==> src/rtl/sorted_stream_out.sv <==
// ---------------------------------------------------------------------------
// sorted_stream_out
//
// Takes one complete sorted frame of distance values from the sorter and
// streams the nearest num_req of them out one value per beat over a
// valid/ready handshake. Streaming stops early at the first unfilled slot,
// which the sorter marks with an all-ones value. That value is never emitted.
//
// Parameters
//   WIDTH        bit width of one distance value
//   NUM_OUTPUTS  number of sorted slots in d
//   CNTW         counter width, 2**CNTW must exceed NUM_OUTPUTS
//
// Ports
//   clk          clock, rising edge
//   rst          asynchronous active-low reset
//   d            sorted frame, slot i = d[i*WIDTH +: WIDTH], slot 0 smallest
//   start        one-cycle pulse, d holds a complete frame
//   num_req      number of values requested, sampled on an accepted start
//   start_ready  high while a start would be accepted (IDLE)
//   dout         current value
//   dout_idx     slot index of dout
//   dout_valid   dout/dout_idx valid
//   dout_ready   downstream accepts the beat when high with dout_valid
//   dout_last    final beat of the frame
//   done         one-cycle pulse after a frame completes
//   sent_cnt     number of beats delivered in the last completed frame
// ---------------------------------------------------------------------------
module sorted_stream_out #(
    parameter int WIDTH       = 16,
    parameter int NUM_OUTPUTS = 16,
    parameter int CNTW        = 5
) (
    input  logic                         clk,
    input  logic                         rst,
    input  logic [NUM_OUTPUTS*WIDTH-1:0] d,
    input  logic                         start,
    input  logic [CNTW-1:0]              num_req,
    output logic                         start_ready,
    output logic [WIDTH-1:0]             dout,
    output logic [CNTW-1:0]              dout_idx,
    output logic                         dout_valid,
    input  logic                         dout_ready,
    output logic                         dout_last,
    output logic                         done,
    output logic [CNTW-1:0]              sent_cnt
);

    localparam logic [WIDTH-1:0] SENTINEL  = '1;
    localparam logic [CNTW-1:0]  NUM_OUT_C = CNTW'(NUM_OUTPUTS);
    localparam logic [CNTW-1:0]  LAST_SLOT = CNTW'(NUM_OUTPUTS - 1);
    localparam logic [CNTW-1:0]  ONE       = CNTW'(1);
    localparam logic [CNTW-1:0]  TWO       = CNTW'(2);

    typedef enum logic [1:0] {
        IDLE = 2'd0,
        SEND = 2'd1,
        DONE = 2'd2
    } state_t;

    state_t state_reg, state_next;

    logic [WIDTH-1:0] frame_reg [NUM_OUTPUTS];
    logic [WIDTH-1:0] d_slot    [NUM_OUTPUTS];
    // One extra always-clear entry so the look-ahead past the final slot
    // needs no bounds special case.
    logic [NUM_OUTPUTS:0] frame_is_sent;
    logic                 capture;

    logic [CNTW-1:0]  idx_reg,      idx_next;
    logic [CNTW-1:0]  count_reg,    count_next;
    logic [CNTW-1:0]  limit_reg,    limit_next;
    logic [WIDTH-1:0] dout_reg,     dout_next;
    logic [CNTW-1:0]  dout_idx_reg, dout_idx_next;
    logic             dout_valid_reg, dout_valid_next;
    logic             dout_last_reg,  dout_last_next;
    logic             done_reg,     done_next;
    logic [CNTW-1:0]  sent_cnt_reg, sent_cnt_next;

    // Per-slot unpacking and frame storage. Every slot is loaded in parallel
    // on an accepted start, so the frame lives in flops rather than a RAM.
    genvar gi;
    generate
        for (gi = 0; gi < NUM_OUTPUTS; gi++) begin : g_slot
            assign d_slot[gi]        = d[gi*WIDTH +: WIDTH];
            assign frame_is_sent[gi] = (frame_reg[gi] == SENTINEL);

            always_ff @(posedge clk or negedge rst) begin
                if (!rst) begin
                    frame_reg[gi] <= '0;
                end else if (capture) begin
                    frame_reg[gi] <= d_slot[gi];
                end
            end
        end
    endgenerate

    assign frame_is_sent[NUM_OUTPUTS] = 1'b0;

    // The first beat is loaded straight from d on the accepting edge, so its
    // sentinel checks look at the incoming vector instead of the frame.
    logic d0_sent;
    logic d1_sent;

    assign d0_sent = (d_slot[0] == SENTINEL);

    generate
        if (NUM_OUTPUTS > 1) begin : g_d1
            assign d1_sent = (d_slot[1] == SENTINEL);
        end else begin : g_d1_none
            assign d1_sent = 1'b0;
        end
    endgenerate

    logic [CNTW-1:0] limit_start;
    logic            first_last;

    assign limit_start = (num_req > NUM_OUT_C) ? NUM_OUT_C : num_req;
    assign first_last  = (limit_start == ONE) || d1_sent || (LAST_SLOT == '0);

    // Look-ahead for the beat after the current one: its value, and whether
    // the slot after it is unfilled (which makes it the final beat).
    logic [CNTW-1:0]  nxt_idx;
    logic [CNTW-1:0]  nxt2_idx;
    logic [WIDTH-1:0] frame_nxt_val;
    logic             nxt_sent;
    logic             nxt_last;

    assign nxt_idx  = idx_reg + ONE;
    assign nxt2_idx = idx_reg + TWO;

    always_comb begin
        frame_nxt_val = '0;
        nxt_sent      = 1'b0;
        for (int k = 0; k < NUM_OUTPUTS; k++) begin
            if (nxt_idx == CNTW'(k)) begin
                frame_nxt_val = frame_reg[k];
            end
        end
        for (int k = 0; k <= NUM_OUTPUTS; k++) begin
            if (nxt2_idx == CNTW'(k)) begin
                nxt_sent = frame_is_sent[k];
            end
        end
    end

    assign nxt_last = (nxt_idx == limit_reg - ONE) || nxt_sent || (nxt_idx == LAST_SLOT);

    // Next-state and datapath logic.
    always_comb begin
        state_next      = state_reg;
        capture         = 1'b0;
        idx_next        = idx_reg;
        count_next      = count_reg;
        limit_next      = limit_reg;
        dout_next       = dout_reg;
        dout_idx_next   = dout_idx_reg;
        dout_valid_next = 1'b0;
        dout_last_next  = 1'b0;
        done_next       = 1'b0;
        sent_cnt_next   = sent_cnt_reg;

        case (state_reg)
            IDLE: begin
                if (start) begin
                    capture    = 1'b1;
                    limit_next = limit_start;
                    idx_next   = '0;
                    count_next = '0;
                    if ((limit_start == '0) || d0_sent) begin
                        // Nothing to send: finish without emitting a beat.
                        state_next    = DONE;
                        done_next     = 1'b1;
                        sent_cnt_next = '0;
                    end else begin
                        state_next      = SEND;
                        dout_next       = d_slot[0];
                        dout_idx_next   = '0;
                        dout_valid_next = 1'b1;
                        dout_last_next  = first_last;
                    end
                end
            end

            SEND: begin
                // Hold the presented beat until it transfers.
                dout_valid_next = 1'b1;
                dout_last_next  = dout_last_reg;
                if (dout_ready) begin
                    count_next = count_reg + ONE;
                    if (dout_last_reg) begin
                        state_next      = DONE;
                        done_next       = 1'b1;
                        dout_valid_next = 1'b0;
                        dout_last_next  = 1'b0;
                        sent_cnt_next   = count_reg + ONE;
                    end else begin
                        idx_next       = nxt_idx;
                        dout_next      = frame_nxt_val;
                        dout_idx_next  = nxt_idx;
                        dout_last_next = nxt_last;
                    end
                end
            end

            DONE: begin
                state_next = IDLE;
            end

            default: begin
                state_next = IDLE;
            end
        endcase
    end

    always_ff @(posedge clk or negedge rst) begin
        if (!rst) begin
            state_reg      <= IDLE;
            idx_reg        <= '0;
            count_reg      <= '0;
            limit_reg      <= '0;
            dout_reg       <= '0;
            dout_idx_reg   <= '0;
            dout_valid_reg <= 1'b0;
            dout_last_reg  <= 1'b0;
            done_reg       <= 1'b0;
            sent_cnt_reg   <= '0;
        end else begin
            state_reg      <= state_next;
            idx_reg        <= idx_next;
            count_reg      <= count_next;
            limit_reg      <= limit_next;
            dout_reg       <= dout_next;
            dout_idx_reg   <= dout_idx_next;
            dout_valid_reg <= dout_valid_next;
            dout_last_reg  <= dout_last_next;
            done_reg       <= done_next;
            sent_cnt_reg   <= sent_cnt_next;
        end
    end

    assign start_ready = (state_reg == IDLE);
    assign dout        = dout_reg;
    assign dout_idx    = dout_idx_reg;
    assign dout_valid  = dout_valid_reg;
    assign dout_last   = dout_last_reg;
    assign done        = done_reg;
    assign sent_cnt    = sent_cnt_reg;

endmodule

==> config.mk <==
export PLATFORM = sky130hd
export DESIGN_NAME = sorted_stream_out
export DESIGN_NICKNAME = d
export VERILOG_FILES = /design/src/rtl/sorted_stream_out.sv
export SDC_FILE = /design/constraint.sdc
export NUM_CORES = 1
export LEC_CHECK = 0
export ABC_AREA = 1
export BUFFER_PORTS_ARGS = -buffer_cell sky130_fd_sc_hd__buf_2
export CORE_ASPECT_RATIO = 0.8
export CORE_UTILIZATION = 25
export DETAILED_ROUTE_END_ITERATION = 12
export SYNTH_ARGS = -nofsm -noshare
export SYNTH_HDL_FRONTEND = slang
export SYNTH_SLANG_ARGS = --single-unit
==> constraint.sdc <==
create_clock -name clk -period 3.1 [get_ports clk]
set_input_delay 0 -clock clk [delete_from_list [all_inputs] [get_ports clk]]
set_output_delay 0 -clock clk [all_outputs]
set_load 0.02 [all_outputs]
## Word level (Yosys, flattened, before mapping)

Cells that the tools add are included.

| operators by class | value |
|---|---|
| bitwise gates (word level) | 0 |
| equal/unequal tests | 58 |
| divide/modulo/power cells | 0 |
| reduce and logical (&&, ||, !) cells | 15 |
| order comparisons | 1 |
| shift operators | 0 |
| $mul | 0 |
| add/subtract/negate cells | 4 |
| mux-type cells | 75 |

Operators with widths:

| kind | count |
|---|---|
| 16-bit two-way mux | 20 |
| 16-bit == test (second input constant) | 18 |
| 5-bit by 4-bit == test with 1-bit output (second input constant) | 16 |
| 5-bit two-way mux | 11 |
| 5-bit by 3-bit == test with 1-bit output (second input constant) | 8 |
| 5-bit one-hot mux with 2 select lines | 4 |
| 16-bit one-hot mux with 2 select lines | 1 |
| 1-bit two-way mux | 31 |
| 5-bit by 2-bit == test with 1-bit output (second input constant) | 4 |
| 5-bit by 1-bit == test with 1-bit output (second input constant) | 3 |
| 5-bit zero test | 3 |
| 5-bit by 1-bit adder with 5-bit output (second input constant) | 2 |
| 2-bit inequality test (second input constant) | 5 |
| 5-bit AND reduction | 2 |
| 2-bit two-way mux | 4 |
| 1-bit one-hot mux with 2 select lines | 3 |
| 3-bit AND reduction | 2 |
| 5-bit by 2-bit adder with 5-bit output (second input constant) | 1 |
| 5-bit == test | 1 |
| 5-bit == test (second input constant) | 1 |
| 5-bit > comparator (second input constant) | 1 |
| 5-bit by 1-bit subtractor with 5-bit output (second input constant) | 1 |
| 1-bit logical OR | 4 |
| 2-bit one-hot mux with 2 select lines | 1 |
| 6 further kinds | 6 |

| word-level totals | value |
|---|---|
| bits in latches | 0 |
| flip-flop bits (word level) | 302 |
| bits in writable memories | 0 |
| memories | 0 |
| memory bits (read-only) | 0 |
| output and inout bits | 30 |
| bits of input ports | 265 |

## Longest topological paths before layout

Gate-level depths: netlist of the first run.

| logic depth | value |
|---|---|
| depth in word-level cells | 24 |
| depth in mapped cells | 27 |
| mapped depth without buffers | 26 |

## Worst setup path before layout of the first run

Ideal clock, no wire load.

| timing path | value |
|---|---|
| path type | reg2reg |
| from | register idx_reg[0] |
| to | register dout_reg[8], in the netlist dout[8] |
| path buffers | 2 |
| period minus slack after synthesis | 2.456 ns |
| cell stages (with the launch flop) | 26 |
| slack | 0.644 ns |
| setup time | 0.122 ns |
| data arrival time | 2.334 ns |
| cells stage by stage | dfrtp_1 ha_1 buf_4 inv_4 nand2_1 nand2_4 nand3_4 nor2_8 inv_2 buf_4 nand3_1 nand3_1 o211ai_1 nand3_1 nand2_1 nand2_1 nand2_1 nand3_1 nand2_1 nand2_1 nand2_1 nand4_1 nand2_1 nand2_1 nand2_1 a21oi_1 |

| between the ends | value |
|---|---|
| cells in the longest elaborated chain, start to end | 21 |
| elaborated cells on any way between the ends | 36 |
| those cells by class | add/sub: 1; eq/ne: 15; mux: 19; reduce/logical: 1 |

RTL lines:

| what | RTL line | RTL |
|---|---|---|
| from (decl) | 70 | `logic [CNTW-1:0] idx_reg, idx_next;` |
| from (signal assigned) | 230 | `idx_reg <= idx_next;` |
| 5-bit by 1-bit adder with 5-bit output * | 129 | `assign nxt_idx = idx_reg + ONE;` |
| 5-bit zero test | 136 | `if (nxt_idx == CNTW'(k)) begin` |
| 16-bit two-way mux (15 in series) | 136 |  |
| 16-bit two-way mux * | 136 |  |
| 16-bit two-way mux * | 191 | `if (dout_last_reg) begin` |
| 16-bit two-way mux * | 189 | `if (dout_ready) begin` |
| 16-bit one-hot mux with 2 select lines * | 163 | `case (state_reg)` |
| to (signal assigned) | 233 | `dout_reg <= dout_next;` |
| to (decl) | 73 | `logic [WIDTH-1:0] dout_reg, dout_next;` |

Mark *: on every way between the ends. The rest lies on a longest branch, timed or not. The select of a mux whose other input is x is not followed.
A chain may end at the register's enable or synchronous reset.

## Worst setup path after layout of the first run

| timing path | value |
|---|---|
| from | register idx_reg[1] |
| to | register dout_reg[3], in the netlist dout[3] |

The elaborated chain is that of the path after synthesis.

==> results by group, run 1 <==
STA
  • Hold Vio Cnt, Final: 0
  • Worst hold slack: 77.8 ps
  • Max Clock Skew: 15.4 ps
  • Period utilization: 0.958
  • Setup WS post-layout: 130 ps
  • Worst-margin pin slew: 997 ps
  • Fmax: 337 MHz
  • RSZ-0062 raised after global routing: yes
  • Final Critical Period: 2970 ps
  • Fin. max-slew vios: 0
  • Slew headroom: 0.335
  • Final number of setup-violating endpoints: 0

Outcome
  • Status: finished clean

Setup path
  • CP arrival: 3390 ps
  • Crit path max fanout: 11
  • WP buf/inv: 2
  • Crit path capture type: flip-flop
  • CP startpoint kind: flip-flop
  • Most numerous cell on the critical path: nand2_1
  • CP max stage delay: 410 ps
  • CP Class: reg -> reg
  • WP data required: 3520 ps
  • CP Launch Point: idx_reg[1]
  • Crit-path slowest cell: dfrtp_1
  • Cells along the critical path: buf_6, ha_4, nand2_1, nand2_2, nand2_4, nand3_4, nor2_8, inv_6, nand3_1, nand3_1, o211ai_1, nand3_1, nand2_1, nand2_1, nand2_2, nand3_2, nand3_2, nand2_1, nand2_1, nand3_2, nand2_1, nand2_1, nand2_1, a21oi_1
  • Top delay family on crit path: simple AND/OR/NAND/NOR gates
  • R2r startpoint: idx_reg[1]

Route
  • Drt pass-1 iters: 6
  • Via density: 4.58
  • DRT iter0 DRCs: 1,497
  • WL/cell: 17.9 um
  • Drt total wl: 61,200 um
  • Routed Antenna Nets: 0
  • # DRC: 0
  • Vias: 15.7k

Synthesis
  • Seq/Total Area, Yosys: 0.496
  • Yosys Warn Count: 0
  • Syn Inst Count: 2,059
  • Yosys top cell by area: dfrtp_1
  • Post-synth EDFFs: 0
  • Top cells by count, synth: 903 x nand2_1, 302 x dfrtp_1, 136 x a21oi_1
  • Synthesized flop and latch total: 302
  • Synthesized Nets: 2,331
  • Share of flip-flops with an asynchronous set or reset: 1.00
  • Syn_area_per_cell: 7.41 um^2
  • Synth Flop Type: dfrtp_1
  • Mapped Area: 0.0152 mm^2
  • Synth top area share: 0.496
  • Largest cells by area after synthesis: dfrtp_1 50%, nand2_1 22%, a21oi_1 4.5%
  • Netlist cell types: 43
  • Most numerous cell in the Yosys netlist: nand2_1

Pwr
  • Leak pwr: 10.8 nW
  • Pwr Total: 21.5 mW
  • Maximum vdd drop: 0.297 mV
  • Power Density: 980 mW/mm^2

Placement
  • Placed Cells incl. Taps: 3,076
  • GP Congestion: 0.940
  • Pre-CTS setup slack: -34.2 ps
  • DPL Wire Length: 45,200 um
  • Port Buffers: 294

Layout
  • Layout area overhead: 43.6%
  • Max reg flops: 256
  • Final core utilization: 0.365
  • Nets@finish: 2,884
  • Fin cells: 3,414
  • # fillers: 6,261
  • Share of cells above drive strength 1: 0.191

Clock tree
  • Total CTS buffers: 36
  • Clk_lat worst skew: 540 ps
  • H-tree levels: 2
  • Clock Tree Buf Depth: 3
  • Sink Count: 302
  • CTS tree: yes
  • Worst-path clk slew: 60 ps
  • Root buf cell: clkbuf_16

Global route
  • Pin count of the biggest net entering global routing: 176
  • First-pass GRT wire length: 92,700 um
  • Initial antenna violation count: 2
  • Total track usage: 0.196
  • Grt total ovfl: 0
  • Vias in the first global route: 15.7k

Die
  • Die W: 278 um
  • Floorplan core area: 0.0600 mm^2
  • Initial Util: 0.254
  • Ports: 295
  • Num rows: 80
  • Die ar.: 0.0620 mm^2
  • Die H: 223 um

Flow run
  • Max cap viols: 0

Hold path
  • Worst hold path class: in -> async
-- final timing paths --
| check | end | slack (ps) | cells after the start |
|---|---|---|---|
| max in group asynchronous | idx_reg[2] | 2110 | 3 |
| min in group clk | frame_reg[30] | 190 | 4 |
| min reg2reg | dout_idx[1] | 470 | 2 |
| min | frame_reg[178] | 80 | 2 |
| max | dout[3] | 130 | 24 |
| max reg2reg | dout[3] | 130 | 24 |
-- logic make-up after synthesis --
kind of cell               share of synthesized area
and+or+nand+nor                                0.336
DFF                                            0.496
AOI/OAI and AO/OA                             0.0909
buffers and inverters                         0.0633
xor gates and xnor gates                     0.00460
adders and majority gates                    0.00574
muxes                                        0.00369
-- area by class of cell --
type	count	area [um^2]	area share
clock inverter	9	136	0.00623
sequential	302	7560	0.345
clock buffer	51	1030	0.0470
multi-input combinational	1517	6970	0.318
antenna	1	2.50	0.000114
inverter	136	526	0.0240
tap	779	975	0.0445
timing repair buffer	619	4700	0.215
-- power by group --
part           total, mW  switching, mW  leakage, nW  internal [mW]
Combinational       9.61           6.16         6.45           3.45
Sequential          7.61           1.83         3.75           5.78
Clock               4.23           1.67        0.568           2.56
-- metrics by stage --
stage | cell area, um^2 | setup TNS, ps
after floorplan | 15200 | 0
after global placement | 17700 | -50.1
after detailed placement | 17700 | -58.5
after CTS | 21600 | 0
after global routing | 21900 | -120
final | 21900 | 0
-- metal layers --
layer,track usage,up-vias,wire length (um)
met5,0,-,13
met4,0.0487,2,1260
met3,0.0340,84,3740
met2,0.303,515,27100
met1,0.281,7321,29100
li1,-,7730,-
-- layout by cell type, fill, tap and decap left out, types with 6 or more instances in the layout --
cell / count
nor3_1: 9
inv_1: 121
a21oi_1: 133
clkbuf_1: 9
o21ai_0: 107
o211ai_1: 8
or2_2: 8
inv_2: 11
nand4_1: 66
dfrtp_1: 301
nand3_1: 88
buf_4: 45
buf_12: 6
nand2_1: 880
clkbuf_16: 38
nand2_2: 26
nor2_1: 85
dlygate4sd3_1: 269
nand3_2: 23
buf_2: 293
nor4_1: 17
-- timing repair --
item,4_1_cts,5_1_grt
cloned,0,1
endpoints found under the hold margin,366,0
gates resized for setup,2,65
setup endpoints to repair,3,14
hold buffers,269,0
setup buffers,1,6
pin swaps,1,24
Note: power is estimated with default switching activity, not from simulation.
==> run 2: changes to the inputs <==
--- a/config.mk
+++ b/config.mk
@@ -15 +15,2 @@
 export SYNTH_SLANG_ARGS = --single-unit
+export TNS_END_PERCENT = 5
==> constraint.sdc (replaced) <==
create_clock -name clk -period 3.1 [get_ports clk]
set_input_delay 0.62 -clock clk [delete_from_list [all_inputs] [get_ports clk]]
set_output_delay 0.62 -clock clk [all_outputs]
set_load 0.02 [all_outputs]
==> run 2 against run 1 <==
  * Combinational power shrank 1%
  * Global-route usage shrank 0.73 points
  * Clock skew grew 3.2 ps
  * Sequential power is essentially flat
  * Power shrank 0.85%
  * Design area shrank 12%
  * Utilization shrank 4.3 points
  * Sequential cell count is the same
  * Cell count shrank 7.4%
  * Sequential share of layout area grew 4.6 points
  * Critical path type unchanged
  * Highest routed layer unchanged
==> results by group, run 2 (same netlist as run 1, synthesis figures left out) <==
Outcome
  • Status: finished clean (unchanged)

STA
  • Max Clock Skew: 18.6 ps (was 15.4 ps)
  • Hold Vio Cnt, Final: 0 (unchanged)
  • Slew headroom: 0.330 (was 0.335)
  • Period utilization: 0.972 (was 0.958)
  • Final Critical Period: 3010 ps (was 2970 ps)
  • Fin. max-slew vios: 0 (unchanged)
  • Fmax: 332 MHz (was 337 MHz)
  • RSZ-0062 raised after global routing: yes (unchanged)
  • Worst-margin pin slew: 1000 ps (was 997 ps)
  • TNS Setup: 0 ps (unchanged)
  • Final number of setup-violating endpoints: 0 (unchanged)

Clock tree
  • Total CTS buffers: 35 (was 36)
  • H-tree levels: 2 (unchanged)
  • Clk_lat worst skew: 550 ps (was 540 ps)
  • Worst-path clk slew: 70 ps (was 60 ps)
  • Root buf cell: clkbuf_16 (unchanged)
  • CTS tree: yes (unchanged)
  • Clock Tree Buf Depth: 3 (unchanged)
  • Sink Count: 302 (unchanged)

Hold path
  • Hold Startpoint: d[55]
  • Hold Path Depth: 3
  • Worst hold path class: in -> reg (was in -> async)

Setup path
  • Top delay family on crit path: simple AND/OR/NAND/NOR gates (unchanged)
  • Reg2reg end: dout[4] (was dout[3])
  • CP Launch Point: idx_reg[1] (unchanged)
  • CP arrival: 3480 ps (was 3390 ps)
  • R2r startpoint: idx_reg[1] (unchanged)
  • Reg2Reg Depth: 25 (was 24)
  • CP Class: reg -> reg (unchanged)
  • Most numerous cell on the critical path: nand2_2 (was nand2_1)
  • R2R Setup Slk: 90 ps (was 130 ps)
  • WP buf/inv: 3 (was 2)
  • CP startpoint kind: flip-flop (unchanged)
  • Crit-path slowest cell: dfrtp_1 (unchanged)
  • WP data required: 3560 ps (was 3520 ps)
  • Crit path capture type: flip-flop (unchanged)
  • WP depth: 25 (was 24)
  • Critical Path End: dout[4] (was dout[3])
  • Crit path max fanout: 7 (was 11)
  • CP max stage delay: 380 ps (was 410 ps)

Global route
  • First-pass GRT wire length: 88,400 um (was 92,700 um)
  • Pin count of the biggest net entering global routing: 186 (was 176)
  • Total track usage: 0.188 (was 0.196)
  • Vias in the first global route: 14.3k (was 15.7k)
  • Grt total ovfl: 0 (unchanged)
  • Initial antenna violation count: 6 (was 2)

Layout
  • Max reg flops: 256 (unchanged)
  • Leading cell type in the layout, fill and taps excluded: nand2_1 (unchanged)
  • Share of cells above drive strength 1: 0.212 (was 0.191)
  • Register area: 0.00756 mm^2 (about the same)
  • Final core utilization: 0.322 (was 0.365)
  • Area of the multi-input gates: 0.00693 mm^2 (was 0.00697 mm^2)
  • # fillers: 6,455 (was 6,261)
  • Nets@finish: 2,629 (was 2,884)
  • Layout area overhead: 26.6% (was 43.6%)
  • Most frequent cells in the layout: 882 x nand2_1, 302 x dfrtp_1, 293 x buf_2 (was 880 x nand2_1, 301 x dfrtp_1, 293 x buf_2)

Die
  • Die H: 223 um (unchanged)
  • Ports: 295 (unchanged)
  • Die ar.: 0.0620 mm^2 (unchanged)
  • Num rows: 80 (unchanged)
  • Initial Util: 0.254 (unchanged)
  • Floorplan core area: 0.0600 mm^2 (unchanged)
  • Die W: 278 um (unchanged)

Route
  • Drt total wl: 59,300 um (was 61,200 um)
  • WL/cell: 18.8 um (was 17.9 um)
  • Drt pass-1 iters: 5 (was 6)
  • Routed Antenna Nets: 0 (unchanged)
  • Vias: 14.7k (was 15.7k)
  • # DRC: 0 (unchanged)
  • Via density: 4.66 (was 4.58)
  • DRT iter0 DRCs: 1,634 (was 1,497)

Pwr
  • Maximum vdd drop: 0.336 mV (was 0.297 mV)
  • Leak pwr: 9.70 nW (was 10.8 nW)
  • Sw frac: 0.453 (was 0.450)
  • P_sw: 9.64 mW (was 9.66 mW)
  • Clock Power Share: 0.196 (was 0.197)
  • Logic pwr share: 0.447 (was 0.448)
  • Power Density: 1100 mW/mm^2 (was 980 mW/mm^2)
  • Internal power: 11.6 mW (was 11.8 mW)
  • Sequential power share: 0.357 (was 0.355)
  • Pwr Total: 21.3 mW (was 21.5 mW)

Placement
  • GP Congestion: 0.910 (was 0.940)
  • Port Buffers: 294 (unchanged)
  • DPL Wire Length: 45,100 um (was 45,200 um)

Flow run
  • Max cap viols: 0 (unchanged)
-- run 2: cell type report --
type,instances,area share
clock inverter,4,0.00395
sequential,302,0.391
clock buffer,54,0.0542
inverter,136,0.0272
timing repair buffer,365,0.113
multi-input combinational,1517,0.359
tap,779,0.0505
antenna,4,0.000519
-- run 2: layer usage --
layer | part of all wire | track usage | vias to the layer above
li1 | - | - | 7215
met1 | 0.47 | 0.274 | 6902
met2 | 0.43 | 0.285 | 534
met3 | 0.074 | 0.0387 | 76
met4 | 0.018 | 0.0417 | 4
met5 | 0.00042 | 0 | -
-- run 2: worst reg2reg max path, stage by stage (launching register included) --
cell      delay [ps]
dfrtp_1          380
buf_4            160
ha_4             170
nand2_2           70
nand2_2           60
nand2_4          120
nand3_4          120
nor2_8           200
buf_12           140
buf_6            120
nand2_1           70
nand3_2           80
o211ai_1         100
nand3_1          180
nand2_2           90
nand2_2           70
o21ai_2           60
nand3_1          100
nand2_1           90
nand2_1           60
o21ai_1           80
nand2_1          120
nand2_2           60
nand2_2           80
nand2_1           50
a21oi_1          120
-- run 2: power groups by stage --
stage / Sequential (mW) / Clock (mW) / Combinational [mW]
after global routing: 7.77 / 4.43 / 10.7
after CTS: 7.53 / 4.29 / 8.81
final: 7.60 / 4.17 / 9.50
after floorplan: 6.95 / 0 / 5.53
after detailed placement: 7.56 / 0 / 8.75
after global placement: 7.60 / 0 / 8.66
-- run 2: worst min path at each step --
stage	end	slack, ps
2_1_floorplan	count_reg[0]	320
3_5_place_dp	dout_idx[0]	460
3_3_place_gp	dout_idx[0]	460
5_1_grt	frame_reg[54]	260
6_report	frame_reg[199]	270
4_1_cts	frame_reg[213]	240
-- run 2: what timing repair did --
action | 4_1_cts | 5_1_grt
cloned | 0 | 3
hold endpoints to repair | 36 | 0
endpoints found under the setup margin | 5 | 15
gates resized for setup | 3 | 56
hold buffers | 1 | 0
pin swaps | 1 | 27
setup buffers | 1 | 16
-- run 2: per-stage QoR --
step	setup WS [ps]	hold WS (ps)	instances	instance area, um^2
finish	85.5	271	3161	19300
global route	-42.9	260	3157	19300
CTS	4.47	240	3138	18900
detailed placement	-31.2	460	3078	17700
global placement	-30.3	459	3078	17700
floorplan	644	324	2059	15200
